`config.mk`:
```
export PLATFORM = sky130hd
export DESIGN_NAME = pbs_damage_datapath_flat
export DESIGN_NICKNAME = d
export VERILOG_FILES = /design/src/rtl/pbs_pkg.sv /design/src/rtl/pbs_damage_datapath_if.sv /design/src/rtl/pbs_lfsr8.sv /design/src/rtl/pbs_damage_datapath.sv /design/src/flat_wrapper.sv
export SDC_FILE = /design/constraint.sdc
export NUM_CORES = 1
export LEC_CHECK = 0
export BUFFER_PORTS_ARGS = -buffer_cell sky130_fd_sc_hd__buf_2
export CORE_MARGIN = 2
export CORE_UTILIZATION = 50
export CTS_BUF_LIST = sky130_fd_sc_hd__clkbuf_2 sky130_fd_sc_hd__clkbuf_4 sky130_fd_sc_hd__clkbuf_8
export CTS_CLUSTER_SIZE = 28
export DETAILED_ROUTE_END_ITERATION = 8
export GPL_ROUTABILITY_DRIVEN = 0
export GPL_TIMING_DRIVEN = 0
export PLACE_DENSITY = 0.79
export SLEW_MARGIN = 20
export SYNTH_ARGS = -nofsm -noshare
export SYNTH_HDL_FRONTEND = slang
export SYNTH_SLANG_ARGS = --single-unit
```
`constraint.sdc`:
```
create_clock -name clk -period 9.1 [get_ports clk]
set_input_delay 1.82 -clock clk [delete_from_list [all_inputs] [get_ports clk]]
set_output_delay 1.82 -clock clk [all_outputs]
set_load 0.03 [all_outputs]
```
`src/rtl/pbs_pkg.sv`:
```
// Shared constants for the Pokemon battle system.
// Holds the move effectiveness encoding, the target / trainer select
// encodings shared with the battle control FSM, and the LFSR feedback mask.
package pbs_pkg;

   // Effectiveness of a move against the defending Pokemon
   typedef enum logic [1:0] {
      EFF_NONE   = 2'd0,
      EFF_HALF   = 2'd1,
      EFF_NORMAL = 2'd2,
      EFF_DOUBLE = 2'd3
   } eff_e;

   // target input: which Pokemon the current move is aimed at
   localparam logic TARGET_P   = 1'b0;
   localparam logic TARGET_AI  = 1'b1;

   // active_trainer input: whose turn it is
   localparam logic TRAINER_P  = 1'b0;
   localparam logic TRAINER_AI = 1'b1;

   // Right-shifting Galois mask for x^8 + x^6 + x^5 + x^4 + 1 (maximal length)
   localparam logic [7:0] LFSR_POLY = 8'hB8;

endpackage

```
`src/rtl/pbs_damage_datapath_if.sv`:
```
// Bus between the battle control FSM (master) and the damage datapath (slave).
// Requests : active_trainer, target, apply_ai_damage, apply_p_damage,
//            load_ai_hp / ai_hp_in, move power and effectiveness of both sides.
// Status   : p_hp, ai_hp, p_dead, ai_dead, protocol_err.
interface pbs_damage_datapath_if #(
   parameter int HP_W  = 8,
   parameter int POW_W = 8
);
   logic             active_trainer;
   logic             target;
   logic             apply_ai_damage;
   logic             apply_p_damage;
   logic             load_ai_hp;
   logic [HP_W-1:0]  ai_hp_in;
   logic [POW_W-1:0] p_move_power;
   logic [POW_W-1:0] ai_move_power;
   logic [1:0]       p_move_eff;
   logic [1:0]       ai_move_eff;
   logic [HP_W-1:0]  p_hp;
   logic [HP_W-1:0]  ai_hp;
   logic             p_dead;
   logic             ai_dead;
   logic             protocol_err;

   modport master (
      output active_trainer, target, apply_ai_damage, apply_p_damage,
             load_ai_hp, ai_hp_in, p_move_power, ai_move_power,
             p_move_eff, ai_move_eff,
      input  p_hp, ai_hp, p_dead, ai_dead, protocol_err
   );

   modport slave (
      input  active_trainer, target, apply_ai_damage, apply_p_damage,
             load_ai_hp, ai_hp_in, p_move_power, ai_move_power,
             p_move_eff, ai_move_eff,
      output p_hp, ai_hp, p_dead, ai_dead, protocol_err
   );
endinterface

```
`src/rtl/pbs_lfsr8.sv`:
```
// Free-running 8-bit Galois LFSR used as the damage random factor source.
// Ports: clk, reset_n (async, active-low), lfsr (current 8-bit state).
// A zero seed would lock the register at 0, so it is replaced by 8'h01.
module pbs_lfsr8
   import pbs_pkg::*;
#(
   parameter logic [7:0] SEED = 8'hA5
) (
   input  logic       clk,
   input  logic       reset_n,
   output logic [7:0] lfsr
);

   localparam logic [7:0] SEED_EFF = (SEED == 8'h00) ? 8'h01 : SEED;

   // Shift right every cycle; the bit falling out folds the feedback mask back in
   always_ff @(posedge clk or negedge reset_n) begin
      if (!reset_n) lfsr <= SEED_EFF;
      else          lfsr <= {1'b0, lfsr[7:1]} ^ (lfsr[0] ? LFSR_POLY : 8'h00);
   end

endmodule

```
`src/rtl/pbs_damage_datapath.sv`:
```
// Battle damage datapath: holds both HP registers and applies move damage.
// Ports: clk, reset_n (async, active-low), bus (slave side of
// pbs_damage_datapath_if: requests in, HP values and flags out).
// Pipeline: stage 0 qualifies the request and computes damage, stage 1
// registers it, the HP register update forms stage 2 (2-cycle latency).
module pbs_damage_datapath
   import pbs_pkg::*;
#(
   parameter int              HP_W        = 8,
   parameter int              POW_W       = 8,
   parameter logic [HP_W-1:0] P_START_HP  = HP_W'(100),
   parameter logic [HP_W-1:0] AI_START_HP = HP_W'(100),
   parameter logic [7:0]      LFSR_SEED   = 8'hA5,
   parameter bit              RAND_EN     = 1'b1
) (
   input  logic                  clk,
   input  logic                  reset_n,
   pbs_damage_datapath_if.slave  bus
);

   localparam int RAW_W  = POW_W + 1;
   localparam int PROD_W = RAW_W + 9;
   localparam int DMG_W  = PROD_W - 8;
   localparam logic [HP_W-1:0] HP_MAX = '1;

   logic [7:0]        lfsr;
   logic              ai_legal, p_legal, ai_go, p_go, req_err;
   logic [POW_W-1:0]  sel_power;
   logic [1:0]        sel_eff;
   logic [RAW_W-1:0]  raw;
   logic [8:0]        factor;
   logic [PROD_W-1:0] prod;
   logic [DMG_W-1:0]  dmg_full;
   logic [HP_W-1:0]   dmg;
   logic              s1_valid, s1_tgt;
   logic [HP_W-1:0]   s1_dmg;
   logic [HP_W-1:0]   hp_src, hp_new;
   logic [HP_W-1:0]   p_hp_q, ai_hp_q;
   logic              p_dead_q, ai_dead_q, err_q;
   logic              lfsr_unused;

   pbs_lfsr8 #(.SEED(LFSR_SEED)) u_lfsr (
      .clk     (clk),
      .reset_n (reset_n),
      .lfsr    (lfsr)
   );

   // Only the low five LFSR bits and the top product bits feed the datapath
   assign lfsr_unused = &{1'b0, lfsr, prod[7:0]};

   // Request qualification. When both applies fire, the AI request wins and
   // the player request counts as illegal. A load in the same cycle voids
   // any damage aimed at the outgoing AI Pokemon.
   always_comb begin
      ai_legal = bus.apply_ai_damage && (bus.target == TARGET_AI)
                 && (bus.active_trainer == TRAINER_P);
      p_legal  = bus.apply_p_damage && !bus.apply_ai_damage
                 && (bus.target == TARGET_P) && (bus.active_trainer == TRAINER_AI);
      req_err  = (bus.apply_ai_damage && !ai_legal) || (bus.apply_p_damage && !p_legal);
      ai_go    = ai_legal && !ai_dead_q && !bus.load_ai_hp;
      p_go     = p_legal && !p_dead_q;
   end

   // Damage: the player's move hits the AI and vice versa. The 9-bit factor
   // is a fraction of 256, so the product is shifted down by 8. A landed move
   // always does at least 1 point; the result saturates at the HP width.
   always_comb begin
      sel_power = bus.apply_ai_damage ? bus.p_move_power : bus.ai_move_power;
      sel_eff   = bus.apply_ai_damage ? bus.p_move_eff   : bus.ai_move_eff;
      case (sel_eff)
         EFF_NONE:   raw = '0;
         EFF_HALF:   raw = {1'b0, sel_power} >> 1;
         EFF_NORMAL: raw = {1'b0, sel_power};
         default:    raw = {sel_power, 1'b0};
      endcase
      factor   = RAND_EN ? {4'b0111, lfsr[4:0]} : 9'd256;
      prod     = {9'd0, raw} * {{RAW_W{1'b0}}, factor};
      dmg_full = prod[PROD_W-1:8];
      if ((sel_eff != EFF_NONE) && (sel_power != '0) && (dmg_full == '0))
         dmg_full = DMG_W'(1);
      dmg = (32'(dmg_full) > 32'(HP_MAX)) ? HP_MAX : HP_W'(dmg_full);
   end

   // Stage 1 register: target select and damage of the qualified request
   always_ff @(posedge clk or negedge reset_n) begin
      if (!reset_n) begin
         s1_valid <= 1'b0;
         s1_tgt   <= TARGET_P;
         s1_dmg   <= '0;
      end else begin
         s1_valid <= ai_go || p_go;
         s1_tgt   <= ai_go ? TARGET_AI : TARGET_P;
         s1_dmg   <= dmg;
      end
   end

   // Saturating subtract against whichever HP register stage 1 targets
   always_comb begin
      hp_src = (s1_tgt == TARGET_AI) ? ai_hp_q : p_hp_q;
      hp_new = (hp_src > s1_dmg) ? (hp_src - s1_dmg) : '0;
   end

   // Stage 2: HP and flag update. Loading a new AI Pokemon overrides any
   // damage landing on the AI in the same cycle; player HP is independent.
   always_ff @(posedge clk or negedge reset_n) begin
      if (!reset_n) begin
         p_hp_q    <= P_START_HP;
         ai_hp_q   <= AI_START_HP;
         p_dead_q  <= 1'b0;
         ai_dead_q <= 1'b0;
         err_q     <= 1'b0;
      end else begin
         if (bus.load_ai_hp) begin
            ai_hp_q   <= bus.ai_hp_in;
            ai_dead_q <= (bus.ai_hp_in == '0);
         end else if (s1_valid && (s1_tgt == TARGET_AI)) begin
            ai_hp_q <= hp_new;
            if (hp_new == '0) ai_dead_q <= 1'b1;
         end
         if (s1_valid && (s1_tgt == TARGET_P)) begin
            p_hp_q <= hp_new;
            if (hp_new == '0) p_dead_q <= 1'b1;
         end
         if (req_err) err_q <= 1'b1;
      end
   end

   assign bus.p_hp         = p_hp_q;
   assign bus.ai_hp        = ai_hp_q;
   assign bus.p_dead       = p_dead_q;
   assign bus.ai_dead      = ai_dead_q;
   assign bus.protocol_err = err_q;

endmodule

```
`src/flat_wrapper.sv`:
```
// flat-port wrapper written by rule: the top's interface ports become plain ports
module pbs_damage_datapath_flat import pbs_pkg::*;
#(
   parameter int              HP_W        = 8,
   parameter int              POW_W       = 8,
   parameter logic [HP_W-1:0] P_START_HP  = HP_W'(100),
   parameter logic [HP_W-1:0] AI_START_HP = HP_W'(100),
   parameter logic [7:0]      LFSR_SEED   = 8'hA5,
   parameter bit              RAND_EN     = 1'b1
)
  (clk, reset_n, bus_active_trainer, bus_target, bus_apply_ai_damage, bus_apply_p_damage, bus_load_ai_hp, bus_ai_hp_in, bus_p_move_power, bus_ai_move_power, bus_p_move_eff, bus_ai_move_eff, bus_p_hp, bus_ai_hp, bus_p_dead, bus_ai_dead, bus_protocol_err);
  pbs_damage_datapath_if #(.HP_W(HP_W), .POW_W(POW_W)) bus_i ();
  input  logic clk;
  input  logic reset_n;
  input wire logic [$bits(bus_i.active_trainer)-1:0] bus_active_trainer;
  input wire logic [$bits(bus_i.target)-1:0] bus_target;
  input wire logic [$bits(bus_i.apply_ai_damage)-1:0] bus_apply_ai_damage;
  input wire logic [$bits(bus_i.apply_p_damage)-1:0] bus_apply_p_damage;
  input wire logic [$bits(bus_i.load_ai_hp)-1:0] bus_load_ai_hp;
  input wire logic [$bits(bus_i.ai_hp_in)-1:0] bus_ai_hp_in;
  input wire logic [$bits(bus_i.p_move_power)-1:0] bus_p_move_power;
  input wire logic [$bits(bus_i.ai_move_power)-1:0] bus_ai_move_power;
  input wire logic [$bits(bus_i.p_move_eff)-1:0] bus_p_move_eff;
  input wire logic [$bits(bus_i.ai_move_eff)-1:0] bus_ai_move_eff;
  output wire logic [$bits(bus_i.p_hp)-1:0] bus_p_hp;
  output wire logic [$bits(bus_i.ai_hp)-1:0] bus_ai_hp;
  output wire logic [$bits(bus_i.p_dead)-1:0] bus_p_dead;
  output wire logic [$bits(bus_i.ai_dead)-1:0] bus_ai_dead;
  output wire logic [$bits(bus_i.protocol_err)-1:0] bus_protocol_err;
  assign bus_i.active_trainer = bus_active_trainer;
  assign bus_i.target = bus_target;
  assign bus_i.apply_ai_damage = bus_apply_ai_damage;
  assign bus_i.apply_p_damage = bus_apply_p_damage;
  assign bus_i.load_ai_hp = bus_load_ai_hp;
  assign bus_i.ai_hp_in = bus_ai_hp_in;
  assign bus_i.p_move_power = bus_p_move_power;
  assign bus_i.ai_move_power = bus_ai_move_power;
  assign bus_i.p_move_eff = bus_p_move_eff;
  assign bus_i.ai_move_eff = bus_ai_move_eff;
  assign bus_p_hp = bus_i.p_hp;
  assign bus_ai_hp = bus_i.ai_hp;
  assign bus_p_dead = bus_i.p_dead;
  assign bus_ai_dead = bus_i.ai_dead;
  assign bus_protocol_err = bus_i.protocol_err;
  pbs_damage_datapath #(.HP_W(HP_W), .POW_W(POW_W), .P_START_HP(P_START_HP), .AI_START_HP(AI_START_HP), .LFSR_SEED(LFSR_SEED), .RAND_EN(RAND_EN)) u_core (.clk(clk), .reset_n(reset_n), .bus(bus_i));
endmodule
```
# Word level (Yosys, flattened, before mapping)
# Index checks and enable logic that the tools add are counted.
word_totals:
  in_bits: 35
  output_inout_bits: 19
  wordCells: 65
  register_bits: 37
op_classes:
  order_cmp: 2
  mux: 14
  n_reduce_logical: 32
  n_bitwise: 4
  n_mul: 1
  add_sub_neg: 1
  n_eq_ne: 2
op_table:
  columns: ["op", "n"]
  rows:
  - ["$mux 8", 7]
  - ["$pmux 9 s3", 1]
  - ["$mul 9x8->17", 1]
  - ["$logic_not 8->1", 2]
  - ["$logic_and 1x1->1", 14]
  - ["$gt 9x8->1 const B", 1]
  - ["$logic_not 9->1", 1]
  - ["$mux 9", 1]
  - ["$gt 8x8->1", 1]
  - ["$reduce_bool 8->1", 1]
  - ["$sub 8x8->8", 1]
  - ["$xor 7x8->8", 1]
  - ["$logic_not 1->1", 6]
  - ["$reduce_bool 2->1", 3]
  - ["$mux 1", 4]
  - ["$reduce_and 2->1", 2]
  - ["$not 1->1", 3]
  - ["$eq 2x1->1 const B", 1]
  - ["$eq 2x2->1 const B", 1]
  - ["$logic_not 2->1", 1]
  - ["$logic_or 1x1->1", 2]
  - ["$mux 2", 1]

# Depth between registers and ports, before layout
depth:
  depth_word: 9
  mapped_depth: 25
  depth_no_buf: 23

# Modules after synthesis
# From an unflattened synthesis, not the netlist that was laid out.
unflattened:
  cells_unflattened: 464
  hier_area_um2: 4367.9
by_module_without_submodules:
  columns: ["module", "area_each_um2", "cells_each", "instances", "seq_area_each_um2"]
  rows:
  - ["pbs_damage_datapath", 4136.5, 453, 1, 733.2]
  - ["pbs_lfsr8", 231.5, 11, 1, 205.2]

# Worst setup path after synthesis
# No wires, ideal clock.
synth_path:
  path_kind: "input port to flip-flop"
  start: "input bus_apply_ai_damage"
  end: "register u_core.s1_dmg[0]"
  t_required_ns: 8.976
  path_buffers: 3
  t_arrival_ns: 7.268
  setup_time_ns: 0.124
  setup_slack_ns: 1.708
  stages: 20
  cell_sequence: "buf_6 -> buf_6 -> mux2i_4 -> nor2_1 -> o31ai_1 -> nor2b_1 -> fa_1 -> fa_1 -> fa_1 -> inv_1 -> fa_1 -> inv_1 -> ha_1 -> clkbuf_1 -> a21oi_1 -> o21ai_1 -> o41ai_4 -> mux2i_2 -> nand2_2 -> a211o_1"
synth_via:
  elab_chain_len: 9
  elab_cells_between_ends: 15
  cone_classes: "1 x mul; 1 x order compare; 2 x eq/ne; 5 x mux; 6 x reduce/logical"
synth_rtl:
  columns: ["element", "line", "rtl"]
  rows:
  - ["start: declaration", "flat_wrapper.sv:17", "input wire logic [$bits(bus_i.apply_ai_damage)-1:0] bus_apply_ai_damage;"]
  - ["$mux 2", "pbs_damage_datapath.sv:69", "sel_eff = bus.apply_ai_damage ? bus.p_move_eff : bus.ai_move_eff;"]
  - ["$eq 2x2->1, or another cell as far along", "pbs_damage_datapath.sv:70", "case (sel_eff)"]
  - ["$pmux 9 s3", "pbs_damage_datapath.sv:70", null]
  - ["$mul 9x8->17", "pbs_damage_datapath.sv:77", "prod = {9'd0, raw} * {{RAW_W{1'b0}}, factor};"]
  - ["$logic_not 9->1", "pbs_damage_datapath.sv:79", "if ((sel_eff != EFF_NONE) && (sel_power != '0) && (dmg_full == '0))"]
  - ["$logic_and 1x1->1", "pbs_damage_datapath.sv:79", null]
  - ["$mux 9 (*)", "pbs_damage_datapath.sv:79", null]
  - ["$gt 9x8->1", "pbs_damage_datapath.sv:81", "dmg = (32'(dmg_full) > 32'(HP_MAX)) ? HP_MAX : HP_W'(dmg_full);"]
  - ["$mux 8 (*)", "pbs_damage_datapath.sv:81", null]
  - ["net u_core.dmg[0]", "pbs_damage_datapath.sv:34", "logic [HP_W-1:0] dmg;"]
  - ["end signal: assignment", "pbs_damage_datapath.sv:93", "s1_dmg <= dmg;"]
  - ["end: declaration", "pbs_damage_datapath.sv:36", "logic [HP_W-1:0] s1_dmg;"]
# Mark *: on every way through the listed nets, which the timed path passes. The rest lies on a longest branch.
# A chain may end at the register's enable or synchronous reset.

# Final worst setup path
# Same ends and word-level chain as after synthesis.

==> results.toml <==
[yosys]
ys_types = 56
synth_flop_cell = "dfrtp_1"
postSynthCellCount = 468
avgSynthCellArea_um2 = 9.51
synthesis.area_mm2 = 0.00445
async_flop_share_pct = 100
ys_seq_area_share_pct = 21.1
synth_edf_count = 0
syn_nets = 589
yosysWarningCount = 0
yosys_register_bits = 37

[worst_setup_path]
r2r.worst_path.cells = 18
endpoint_kind = "flop"
cp.arrival_ps = 7920
critPathLaunchType = "input port"
r2r_setup_slack_ps = 3660
critPathRequiredTime_ps = 9280
crit_type = "input port to flop"
critPathMaxFanout = 10

[power]
intPower_w = 0.000559
vdd_drop_max_mv = 0.0996
pwr_density_cell_mw_per_mm2 = 208
switching_share_pct = 45.8
leakage_nw = 2.54
seq_power_share_pct = 22.0
power_frac_comb_pct = 63.4
pwr-share-clk_pct = 14.5
p_switching_w = 0.000473

[routing]
postRouteAntennaNets = 0
wirelength_um = 9540
first_pass_iters = 4
num_vias = 3519
wl_per_cell_um = 15.0
drc = 0
vias_per_cell = 5.54
first_iter_violations = 125

[floorplanning]
core_mm2 = 0.00868
initial_core_util_pct = 51.3
fp.dieW_um = 98.3
die-area_mm2 = 0.00967
pin_count = 54
fp.dieH_um = 98.3
core.rowCount = 34

[timing]
hold_viol = 0
grt_setup_unrepaired = "false"
skew_ps = 7.17
relSlewSlack_pct = 29.6
fin_ws_ps = 1360
setup_tns_ps = 0
clock.fmax_ghz = 0.129
setup_viol = 0
fin_crit_sh_pct = 85.0
layout_min_cycle_time_ps = 7740
drv_slew = 0
worstMarginPinSlew_ps = 1050

[cells_and_area]
nFillCells = 760
syn2layout_area_growth_pct = 11.7
mostFrequentLayoutCells = "inv_1, buf_2, ha_1"
diodes = 0
drive_gt1_share_pct = 19.0
final_nets = 647
final_common_cell = "inv_1"

[clock_network]
path_clk_slew_ps = 70
ctsResizeCount = 0
worstSkewPairLatency_ps = 300
cts_tree = "done"
cts.path.max_buffers = 2
cts_max_level = 2
cts_sinks = 37
cts_buffers = 5
post_cts_buffers = 0
cts_root_buf = "clkbuf_8"
cts_hold_buf = 0

[grt]
gr-usage-all-layers_pct = 20.5
use_met3_pct = 3.08
busiest_layer = "met2"
grt_start_max_net_pins = 38
grt_pass1_vias = 3565
use_met2_pct = 36.1
grtUsageMet1_pct = 26.6
gr-total-overflow = 0
antenna_found_initial = 0
grt_pass1_wl_um = 16200

[min_path]
min_path_type = "flop to flop"
min_path_cells = 0

[flow_run]
cap_violations = 0

[placement]
dp_hpwl_um = 7690
io_buffer_count = 51
pre_cts_ws_ps = 1070

[outcome]
run_status = "completed"
path summary, 6_finish.rpt:
check                                       from               endpoint
min in group asynchronous                reset_n     u_core.bus.p_hp[3]
max in group asynchronous                reset_n       u_core.s1_dmg[7]
setup reg to reg           u_core.u_lfsr.lfsr[4]       u_core.s1_dmg[0]
setup / recovery             bus_apply_ai_damage       u_core.s1_dmg[0]
hold reg to reg            u_core.u_lfsr.lfsr[0]  u_core.u_lfsr.lfsr[7]
hold / removal             u_core.u_lfsr.lfsr[0]  u_core.u_lfsr.lfsr[7]
area by class of cell:
cell class	count	area [um2]	share of cell area, %
Buffer	14	67.6	1.36
Timing Repair Buffer	51	255	5.14
Multi-Input combinational cell	363	3250	65.4
Sequential cell	37	938	18.9
Clock buffer	7	90.1	1.81
Clock inverter	1	30.0	0.604
Tap cell	108	135	2.72
Inverter	54	203	4.08
routing by layer:
metal / part of all wire (%) / routed length (um) / vias up
met5: 0 / 0 / -
met4: 1.3 / 124 / 0
met3: 5.4 / 512 / 13
li1: - / - / 1671
met1: 43 / 4140 / 1733
met2: 50 / 4760 / 102
cell usage after synthesis, drive strengths merged, types with 5 or more instances:
library cell | instances | share of area (%)
nor3 | 8 | 1.2
and3 | 5 | 0.82
ha | 44 | 12
nand2 | 33 | 2.8
mux2i | 12 | 3.3
o21ai | 17 | 1.9
nand3 | 12 | 1.3
clkbuf | 11 | 0.93
mux2 | 12 | 3.2
nor3b | 6 | 1.0
nor2 | 27 | 2.3
xor2 | 9 | 1.8
xnor2 | 11 | 2.3
fa | 42 | 19
a21oi | 27 | 3.2
dfrtp | 27 | 15
inv | 54 | 4.6
and2 | 16 | 2.2
dfstp | 10 | 5.9
nor2b | 32 | 4.5
state kept, by name, indices dropped and copies added (netlist names):
name	count
u_core.bus.ai_dead	1
u_core.bus.p_dead	1
u_core.u_lfsr.lfsr	8
u_core.bus.protocol_err	1
u_core.s1_tgt	1
u_core.bus.ai_hp	8
u_core.bus.p_hp	8
u_core.s1_dmg	8
u_core.s1_valid	1
metrics by stage:
stage / utilization [%] / cell area [um2] / total power [W] / hold slack [ps] / instances
floorplan: - / 4450 / 0.000725 / 360 / 468
global placement: 55.8 / 4840 / 0.000850 / 369 / 627
detailed placement: 55.8 / 4840 / 0.000879 / 369 / 627
CTS: 57.2 / 4960 / 0.00104 / 379 / 635
global route: 57.3 / 4970 / 0.00113 / 383 / 635
finish: 57.3 / 4970 / 0.00103 / 381 / 635
critical path: stages:
cell and delay, ps:
buf_6 120, buf_6 170, mux2i_4 350, nor2_1 110, a21oi_1 130, nor2_1 50, a21oi_1 490, inv_1 280
nand2_1 160, fa_1 420, inv_1 70, fa_1 440, fa_1 550, inv_1 50, fa_1 520, inv_1 40
ha_1 320, a21oi_1 140, o21ai_0 190, inv_1 150, a21oi_2 90, o41ai_4 460, mux2i_2 410, nand2_2 100
a211o_1 290
cells by family after synthesis:
group	share of synthesized area, %
multiplexers	6.55
adder cells (fa/ha/maj)	31.3
AND/OR/NAND/NOR	20.6
buffers and inverters	6.07
XOR/XNOR	4.11
AO/OA/AOI/OAI	10.3
flip-flops	21.1
power groups by stage:
stage          clock (W)  combinational (W)  sequential [W]
2_1_floorplan          0           0.000458        0.000267
3_3_place_gp           0           0.000620        0.000230
3_5_place_dp           0           0.000649        0.000230
4_1_cts         0.000152           0.000656        0.000228
5_1_grt         0.000159           0.000738        0.000232
6_report        0.000150           0.000655        0.000228
No activity file was read; power rests on OpenSTA's default activity.
